===== config.mk =====
export PLATFORM = sky130hd
export DESIGN_NAME = ptw_walk_buffer
export DESIGN_NICKNAME = d
export VERILOG_FILES = /design/src/rtl/ptw_pkg.sv /design/src/rtl/ptw_walk_buffer_age_sel.sv /design/src/rtl/ptw_walk_buffer.sv
export SDC_FILE = /design/constraint.sdc
export NUM_CORES = 2
export LEC_CHECK = 0
export ABC_CLOCK_PERIOD_IN_PS = 10290
export BUFFER_PORTS_ARGS = -buffer_cell sky130_fd_sc_hd__clkbuf_2
export CORE_MARGIN = 10
export CORE_UTILIZATION = 50
export CTS_BUF_LIST = sky130_fd_sc_hd__clkbuf_16
export DETAILED_ROUTE_END_ITERATION = 10
export PLACE_DENSITY = 0.77
export SETUP_SLACK_MARGIN = 0.5
export SYNTH_ARGS = -nofsm -noshare
export SYNTH_HDL_FRONTEND = slang
export SYNTH_SLANG_ARGS = --single-unit
export TNS_END_PERCENT = 1

===== constraint.sdc =====
create_clock -name clk -period 10.29 [get_ports clk]
set_input_delay 0 -clock clk [delete_from_list [all_inputs] [get_ports clk]]
set_output_delay 0 -clock clk [all_outputs]
set_load 0.01 [all_outputs]

===== src/rtl/ptw_pkg.sv =====
// Shared types and helpers for the page-table-walker pending-walk buffer.
package ptw_pkg;

   typedef enum logic [2:0] {
      ST_FREE     = 3'd0,
      ST_WAIT     = 3'd1,
      ST_MERGED   = 3'd2,
      ST_INFLIGHT = 3'd3,
      ST_DONE     = 3'd4,
      ST_ZOMBIE   = 3'd5
   } entry_state_e;

   // Matching key; instances zero-extend their tag/level into these fields.
   localparam int unsigned KEY_TAG_MAX = 64;
   localparam int unsigned KEY_LVL_MAX = 8;

   typedef struct packed {
      logic [KEY_TAG_MAX-1:0] tag;
      logic [KEY_LVL_MAX-1:0] level;
   } ptw_key_t;

   function automatic int unsigned calc_lw(input int unsigned levels);
      return (levels > 1) ? $clog2(levels) : 1;
   endfunction

   function automatic int unsigned calc_idx_w(input int unsigned depth);
      return (depth > 1) ? $clog2(depth) : 1;
   endfunction

   // PEncoder: index of the lowest set bit (0 when none set).
   function automatic int unsigned pencoder(input logic [63:0] vec);
      int unsigned idx;
      logic        found;
      idx   = 0;
      found = 1'b0;
      for (int unsigned i = 0; i < 64; i++) begin
         if (!found && vec[i]) begin
            idx   = i;
            found = 1'b1;
         end
      end
      return idx;
   endfunction

endpackage


===== src/rtl/ptw_walk_buffer_age_sel.sv =====
// Oldest-entry picker over an "older-than" age matrix.
// rows[i][j] set means entry j is older than entry i.
module age_matrix_select #(
   parameter int unsigned DEPTH = 8,
   parameter int unsigned IDX_W = 3
) (
   input  logic [DEPTH-1:0]            req,
   input  logic [DEPTH-1:0][DEPTH-1:0] rows,
   output logic [DEPTH-1:0]            pick,
   output logic [IDX_W-1:0]            pick_idx,
   output logic                        any
);

   // A requester is oldest when no other requester is older than it.
   always_comb begin
      pick     = '0;
      pick_idx = '0;
      for (int unsigned i = 0; i < DEPTH; i++) begin
         if (req[i] && ((rows[i] & req) == '0)) pick[i] = 1'b1;
      end
      for (int unsigned i = 0; i < DEPTH; i++) begin
         if (pick[i]) pick_idx = IDX_W'(i);
      end
   end

   assign any = |pick;

endmodule


===== src/rtl/ptw_walk_buffer.sv =====
// Pending page-table-walk buffer: tracks misses, issues oldest-first under an
// in-flight credit limit, merges same-{tag,level} walks and drains results.
module ptw_walk_buffer
   import ptw_pkg::*;
#(
   parameter int unsigned DEPTH        = 8,
   parameter int unsigned TAG_WIDTH    = 18,
   parameter int unsigned DATA_WIDTH   = 48,
   parameter int unsigned LEVELS       = 2,
   parameter int unsigned MAX_INFLIGHT = 2,
   parameter int unsigned IDX_W        = calc_idx_w(DEPTH),
   parameter int unsigned LW           = calc_lw(LEVELS),
   parameter int unsigned CNT_W        = $clog2(MAX_INFLIGHT + 1)
) (
   input  logic                  clk,
   input  logic                  rst,
   input  logic                  flush,
   input  logic                  alloc_en,
   input  logic [TAG_WIDTH-1:0]  alloc_tag,
   input  logic [LW-1:0]         alloc_level,
   input  logic [DATA_WIDTH-1:0] alloc_data,
   output logic                  full,
   output logic                  issue_valid,
   input  logic                  issue_ready,
   output logic [IDX_W-1:0]      issue_idx,
   output logic [TAG_WIDTH-1:0]  issue_tag,
   output logic [LW-1:0]         issue_level,
   output logic [DATA_WIDTH-1:0] issue_data,
   input  logic                  resp_valid,
   input  logic [IDX_W-1:0]      resp_idx,
   output logic                  wb_valid,
   input  logic                  wb_ready,
   output logic [TAG_WIDTH-1:0]  wb_tag,
   output logic [LW-1:0]         wb_level,
   output logic [DATA_WIDTH-1:0] wb_data,
   output logic                  wb_leader,
   output logic [CNT_W-1:0]      inflight_cnt
);

   entry_state_e                  state_q [DEPTH];
   entry_state_e                  state_d [DEPTH];
   logic [DEPTH-1:0]              leader_q, leader_d;
   logic [TAG_WIDTH-1:0]          tag_q   [DEPTH];
   logic [LW-1:0]                 lvl_q   [DEPTH];
   logic [DATA_WIDTH-1:0]         data_q  [DEPTH];
   logic [DEPTH-1:0][DEPTH-1:0]   older_q;

   ptw_key_t         key_q [DEPTH];
   ptw_key_t         alloc_key, resp_key;
   logic [DEPTH-1:0] free_mask, busy_mask, wait_mask, done_mask, resp_hit;
   logic [DEPTH-1:0] issue_pick, wb_pick;
   logic [IDX_W-1:0] alloc_idx, wb_idx;
   logic [CNT_W-1:0] cnt;
   logic             wait_any, done_any, resp_ok, alloc_merge;
   logic             alloc_fire, issue_fire, wb_fire;

   // With a single level the level field never participates in matching.
   function automatic ptw_key_t key_of(input logic [TAG_WIDTH-1:0] t,
                                       input logic [LW-1:0] l);
      ptw_key_t k;
      k     = '0;
      k.tag = KEY_TAG_MAX'(t);
      if (LEVELS > 1) k.level = KEY_LVL_MAX'(l);
      return k;
   endfunction

   // Per-entry masks, response matching and the in-flight credit count.
   always_comb begin
      resp_ok  = resp_valid && (state_q[resp_idx] == ST_INFLIGHT);
      resp_key = key_of(tag_q[resp_idx], lvl_q[resp_idx]);
      cnt      = '0;
      for (int unsigned i = 0; i < DEPTH; i++) begin
         key_q[i]     = key_of(tag_q[i], lvl_q[i]);
         free_mask[i] = (state_q[i] == ST_FREE);
         done_mask[i] = (state_q[i] == ST_DONE);
         resp_hit[i]  = resp_ok && (key_q[i] == resp_key) &&
                        ((state_q[i] == ST_WAIT) || (state_q[i] == ST_MERGED));
         // A WAIT entry completed by this cycle's response must not also issue.
         wait_mask[i] = (state_q[i] == ST_WAIT) && !resp_hit[i];
         if ((state_q[i] == ST_INFLIGHT) || (state_q[i] == ST_ZOMBIE))
            cnt = cnt + CNT_W'(1);
      end
   end

   assign busy_mask    = ~free_mask;
   assign inflight_cnt = cnt;
   assign full         = ~|free_mask;

   age_matrix_select #(.DEPTH(DEPTH), .IDX_W(IDX_W)) u_issue_sel (
      .req(wait_mask), .rows(older_q), .pick(issue_pick), .pick_idx(issue_idx), .any(wait_any)
   );

   age_matrix_select #(.DEPTH(DEPTH), .IDX_W(IDX_W)) u_wb_sel (
      .req(done_mask), .rows(older_q), .pick(wb_pick), .pick_idx(wb_idx), .any(done_any)
   );

   assign issue_valid = wait_any && (inflight_cnt < CNT_W'(MAX_INFLIGHT));
   assign issue_tag   = tag_q[issue_idx];
   assign issue_level = lvl_q[issue_idx];
   assign issue_data  = data_q[issue_idx];

   assign wb_valid  = done_any;
   assign wb_tag    = tag_q[wb_idx];
   assign wb_level  = lvl_q[wb_idx];
   assign wb_data   = data_q[wb_idx];
   assign wb_leader = done_any && leader_q[wb_idx];

   assign alloc_fire = alloc_en && !full && !flush;
   assign issue_fire = issue_valid && issue_ready && !flush;
   assign wb_fire    = wb_valid && wb_ready && !flush;
   assign alloc_idx  = IDX_W'(pencoder(64'(free_mask)));
   assign alloc_key  = key_of(alloc_tag, alloc_level);

   // New entry merges onto a read that stays outstanding past this edge,
   // including one issued this cycle but not one completed this cycle.
   always_comb begin
      alloc_merge = 1'b0;
      for (int unsigned i = 0; i < DEPTH; i++) begin
         if ((key_q[i] == alloc_key) &&
             (((state_q[i] == ST_INFLIGHT) && !(resp_ok && resp_idx == IDX_W'(i))) ||
              (issue_fire && issue_pick[i])))
            alloc_merge = 1'b1;
      end
   end

   // Entry state transitions; flush outranks alloc, issue and write-back.
   always_comb begin
      for (int unsigned i = 0; i < DEPTH; i++) begin
         state_d[i]  = state_q[i];
         leader_d[i] = leader_q[i];
         case (state_q[i])
            ST_FREE: begin
               if (alloc_fire && alloc_idx == IDX_W'(i)) begin
                  state_d[i]  = alloc_merge ? ST_MERGED : ST_WAIT;
                  leader_d[i] = 1'b0;
               end
            end
            ST_WAIT: begin
               if (flush)                            state_d[i] = ST_FREE;
               else if (resp_hit[i])                 state_d[i] = ST_DONE;
               else if (issue_fire && issue_pick[i]) state_d[i] = ST_INFLIGHT;
               if (!flush && resp_hit[i])            leader_d[i] = 1'b0;
            end
            ST_MERGED: begin
               if (flush)            state_d[i] = ST_FREE;
               else if (resp_hit[i]) begin
                  state_d[i]  = ST_DONE;
                  leader_d[i] = 1'b0;
               end
            end
            ST_INFLIGHT: begin
               if (resp_ok && resp_idx == IDX_W'(i)) begin
                  state_d[i]  = flush ? ST_FREE : ST_DONE;
                  leader_d[i] = 1'b1;
               end else if (flush) begin
                  state_d[i]  = ST_ZOMBIE;
               end
            end
            ST_DONE: begin
               if (flush || (wb_fire && wb_pick[i])) state_d[i] = ST_FREE;
            end
            ST_ZOMBIE: begin
               if (resp_valid && resp_idx == IDX_W'(i)) state_d[i] = ST_FREE;
            end
            default: state_d[i] = ST_FREE;
         endcase
      end
   end

   // State, leader flags and age matrix registers.
   always_ff @(posedge clk) begin
      if (!rst) begin
         for (int unsigned i = 0; i < DEPTH; i++) state_q[i] <= ST_FREE;
         leader_q <= '0;
         older_q  <= '0;
      end else begin
         for (int unsigned i = 0; i < DEPTH; i++) state_q[i] <= state_d[i];
         leader_q <= leader_d;
         if (alloc_fire) begin
            for (int unsigned i = 0; i < DEPTH; i++) begin
               if (alloc_idx == IDX_W'(i)) older_q[i]            <= busy_mask;
               else                        older_q[i][alloc_idx] <= 1'b0;
            end
         end
      end
   end

   // Payload capture; contents are only meaningful while the entry is busy.
   always_ff @(posedge clk) begin
      if (alloc_fire) begin
         tag_q[alloc_idx]  <= alloc_tag;
         lvl_q[alloc_idx]  <= alloc_level;
         data_q[alloc_idx] <= alloc_data;
      end
   end

endmodule


==> run metrics <==
Hold WS=0.08100 ns; Top Ports=220; total CTS buffers=70; CTS tree=yes; Setup-failing EPs final=0; syn_nets=3,744; first-pass GRT wire length=197,400 um; cts repair resizes=0; setup TNS=0 ns; Post-Route WL=134,600 um; Placer Congestion=1.059; Post-CTS Setup Inserts=0; post-synthesis sequential area ratio=50.26%; via count=31.68k; commonest non-fill, non-tap cell in the layout=nand2_1; GRT Total Usage=31.47%; most frequent cells in the layout=675 x nand2_1, 536 x edfxtp_1, 332 x nand3_1; Synth warnings=0; First-pass DRT Iterations=6; Critical R2R Launch=state_q[1][0]; DRC=0; Mean Syn Cell Area=9.781 um^2; worst hold path cell count=3; Post-Synthesis Cells=3,665; endpoints failing hold=0; Worst-Margin Slew=1.598 ns; Min Clock Period, post-route=8.010 ns; Setup crit start=state_q[1][0]; area grow syn2layout=12.64%; leakage power=14.87 nW; startpoint class of the critical path=register; drt initial violations=4,692; slew margin rel.=-6.511%; async set-or-reset flop fraction in the synthesized netlist=0%; arrival time of the worst setup path=8.01 ns; per-cell routed wire length=28.04 um; Worst Min Path Start=rst; gr ovfl total=0; R2R depth=14; CP max FO=42; CTS Hold Bufs=69; Clk Tree Root Cell=clkbuf_16; number of synthesized register bits=632; hpwl dp=86,050 um; violated checks=max-slew violations; Port Buffers=219; Tightest Hold Check Type=in -> reg; top cell type's share of synthesized area=44.90%; post-synth top area cell=edfxtp_1; Std-Cell Rows=98; htree depth=3; Max Clock Freq=124.8 MHz; RSZ-0062 raised after global routing=false; die area=82,800 um^2; Via density=6.597; Clock Tree Buf Depth=3; EDFF count, synth=536; die width=287.8 um; Cell Area, Synth=35,850 um^2; clk_skew=0.03145 ns; core area=71,240 um^2; ANT nets after route=0; Max Slew Vio Count=95; Synth Flop Type=edfxtp_1; CTS sink count=632; vias in the first global route=29.69k; Peak VDD IR=214.9 uV; worst skew pair latency=0.63 ns; clock-pin slew on the worst setup and hold paths=0.06 ns; Crit Path Class=reg -> out; die height=287.8 um; library cells used by synthesis=101; initial core utilization=50.32%; fraction of layout instances using a drive strength above 1=12.20%; largest net degree at the start of global routing=239; initial antenna violation count=3; nets@finish=3,878; P per Cell Area=201.1 nW/um^2; top post-synthesis cells by area=edfxtp_1 45%, nand2_1 7.1%, dfxtp_1 5.4%; CP endpoint kind=output port; max-capacitance violation count=0; outcome=complete, but fails checks; Req. time, crit path=10.29 ns; fin crit share=77.85%
-- cell families (layout without fill, tap and decap cells) --
logic type,Yosys count,after routing,share of synthesized area (%)
buf+inv,384,570,4.527
mux,140,140,3.962
xor+xnor,308,308,7.564
simple gates,1422,1422,18.09
fa+ha+maj,3,3,0.09772
other cells,0,1,0
compound gates,776,776,15.50
flops,632,632,50.26
-- critical path, stage by stage, from the launching register on --
cell       delay, ns
dfxtp_1         0.55
nor2b_1         0.39
a311o_1         0.23
o211ai_1        0.25
nand2_1         0.34
nand3_1         0.16
nor4_2          0.76
a21oi_1         0.55
a2111oi_0       0.98
nand3_4         0.69
nand4_1         0.44
nand3b_1        0.19
buf_4           0.57
o22ai_1         0.19
a211oi_1        0.78
clkbuf_2        0.28
-- where the power goes --
group	total, mW	leakage, nW	internal, mW	switching, mW
clock	2.41	1.13	1.36	1.05
sequential	3.00	5.62	2.89	0.110
combinational	2.71	8.13	0.913	1.80
-- through the flow --
stage | worst slack (ns) | cells | area (um^2) | power, mW | utilization, %
2_1_floorplan | 4.407 | 3665 | 35850 | 4.570 | -
3_3_place_gp | 2.687 | 4608 | 37510 | 5.650 | 52.65
3_5_place_dp | 2.675 | 4608 | 37510 | 5.667 | 52.65
4_1_cts | 2.508 | 4801 | 40380 | 8.081 | 56.67
5_1_grt | 2.079 | 4802 | 40380 | 8.369 | 56.68
6_report | 2.280 | 4802 | 40380 | 8.118 | 56.68
-- Yosys cell counts (11+ instances only) --
cell      count
nand2_1     676
edfxtp_1    536
nand3_1     334
o21ai_0     196
clkbuf_1    195
nor2_1      185
xnor2_1     158
xor2_1      149
mux2i_1     125
inv_1       105
a211oi_1    101
o22ai_1     100
dfxtp_1      96
a21oi_1      62
nand4_1      59
o211ai_1     57
o221ai_1     56
a22oi_1      40
nor3_1       37
buf_2        31
buf_1        25
nor4_1       20
nor2b_1      19
o221a_2      16
a221oi_1     14
buf_6        14
mux2_2       13
a31oi_1      11
nand2b_1     11
-- registers in the layout, summed over array words and instances, names as in the netlist --
name,flops
lvl_q,8
tag_q,144
data_q,384
older_q,64
state_q,24
leader_q,8
-- area by class of cell --
class                           count  area [um^2]
Antenna cell                        1        2.502
Clock buffer                       71         1777
Fill cell                        6006        30860
Sequential cell                   632        18020
Tap cell                          950         1189
Multi-Input combinational cell   2649        16390
Timing Repair Buffer              337         2195
Inverter                          109        411.6
Clock inverter                     53        399.1
-- layer usage --
metal / GRT usage [%] / up-vias / part of all wire (%)
li1: - / 13720 / -
met4: 12.68 / 4 / 4.2
met3: 7.049 / 387 / 12
met1: 43.22 / 15160 / 39
met5: 0 / - / 0.016
met2: 47.75 / 2407 / 44
-- path summary, 6_finish.rpt --
path	to	slack (ns)
min	state_q[4][1]	0.08
max	issue_tag[1]	2.28
max reg2reg	state_q[7][0]	3.84
min reg2reg	older_q[63]	0.45
Power figures use the tool's default switching activity.
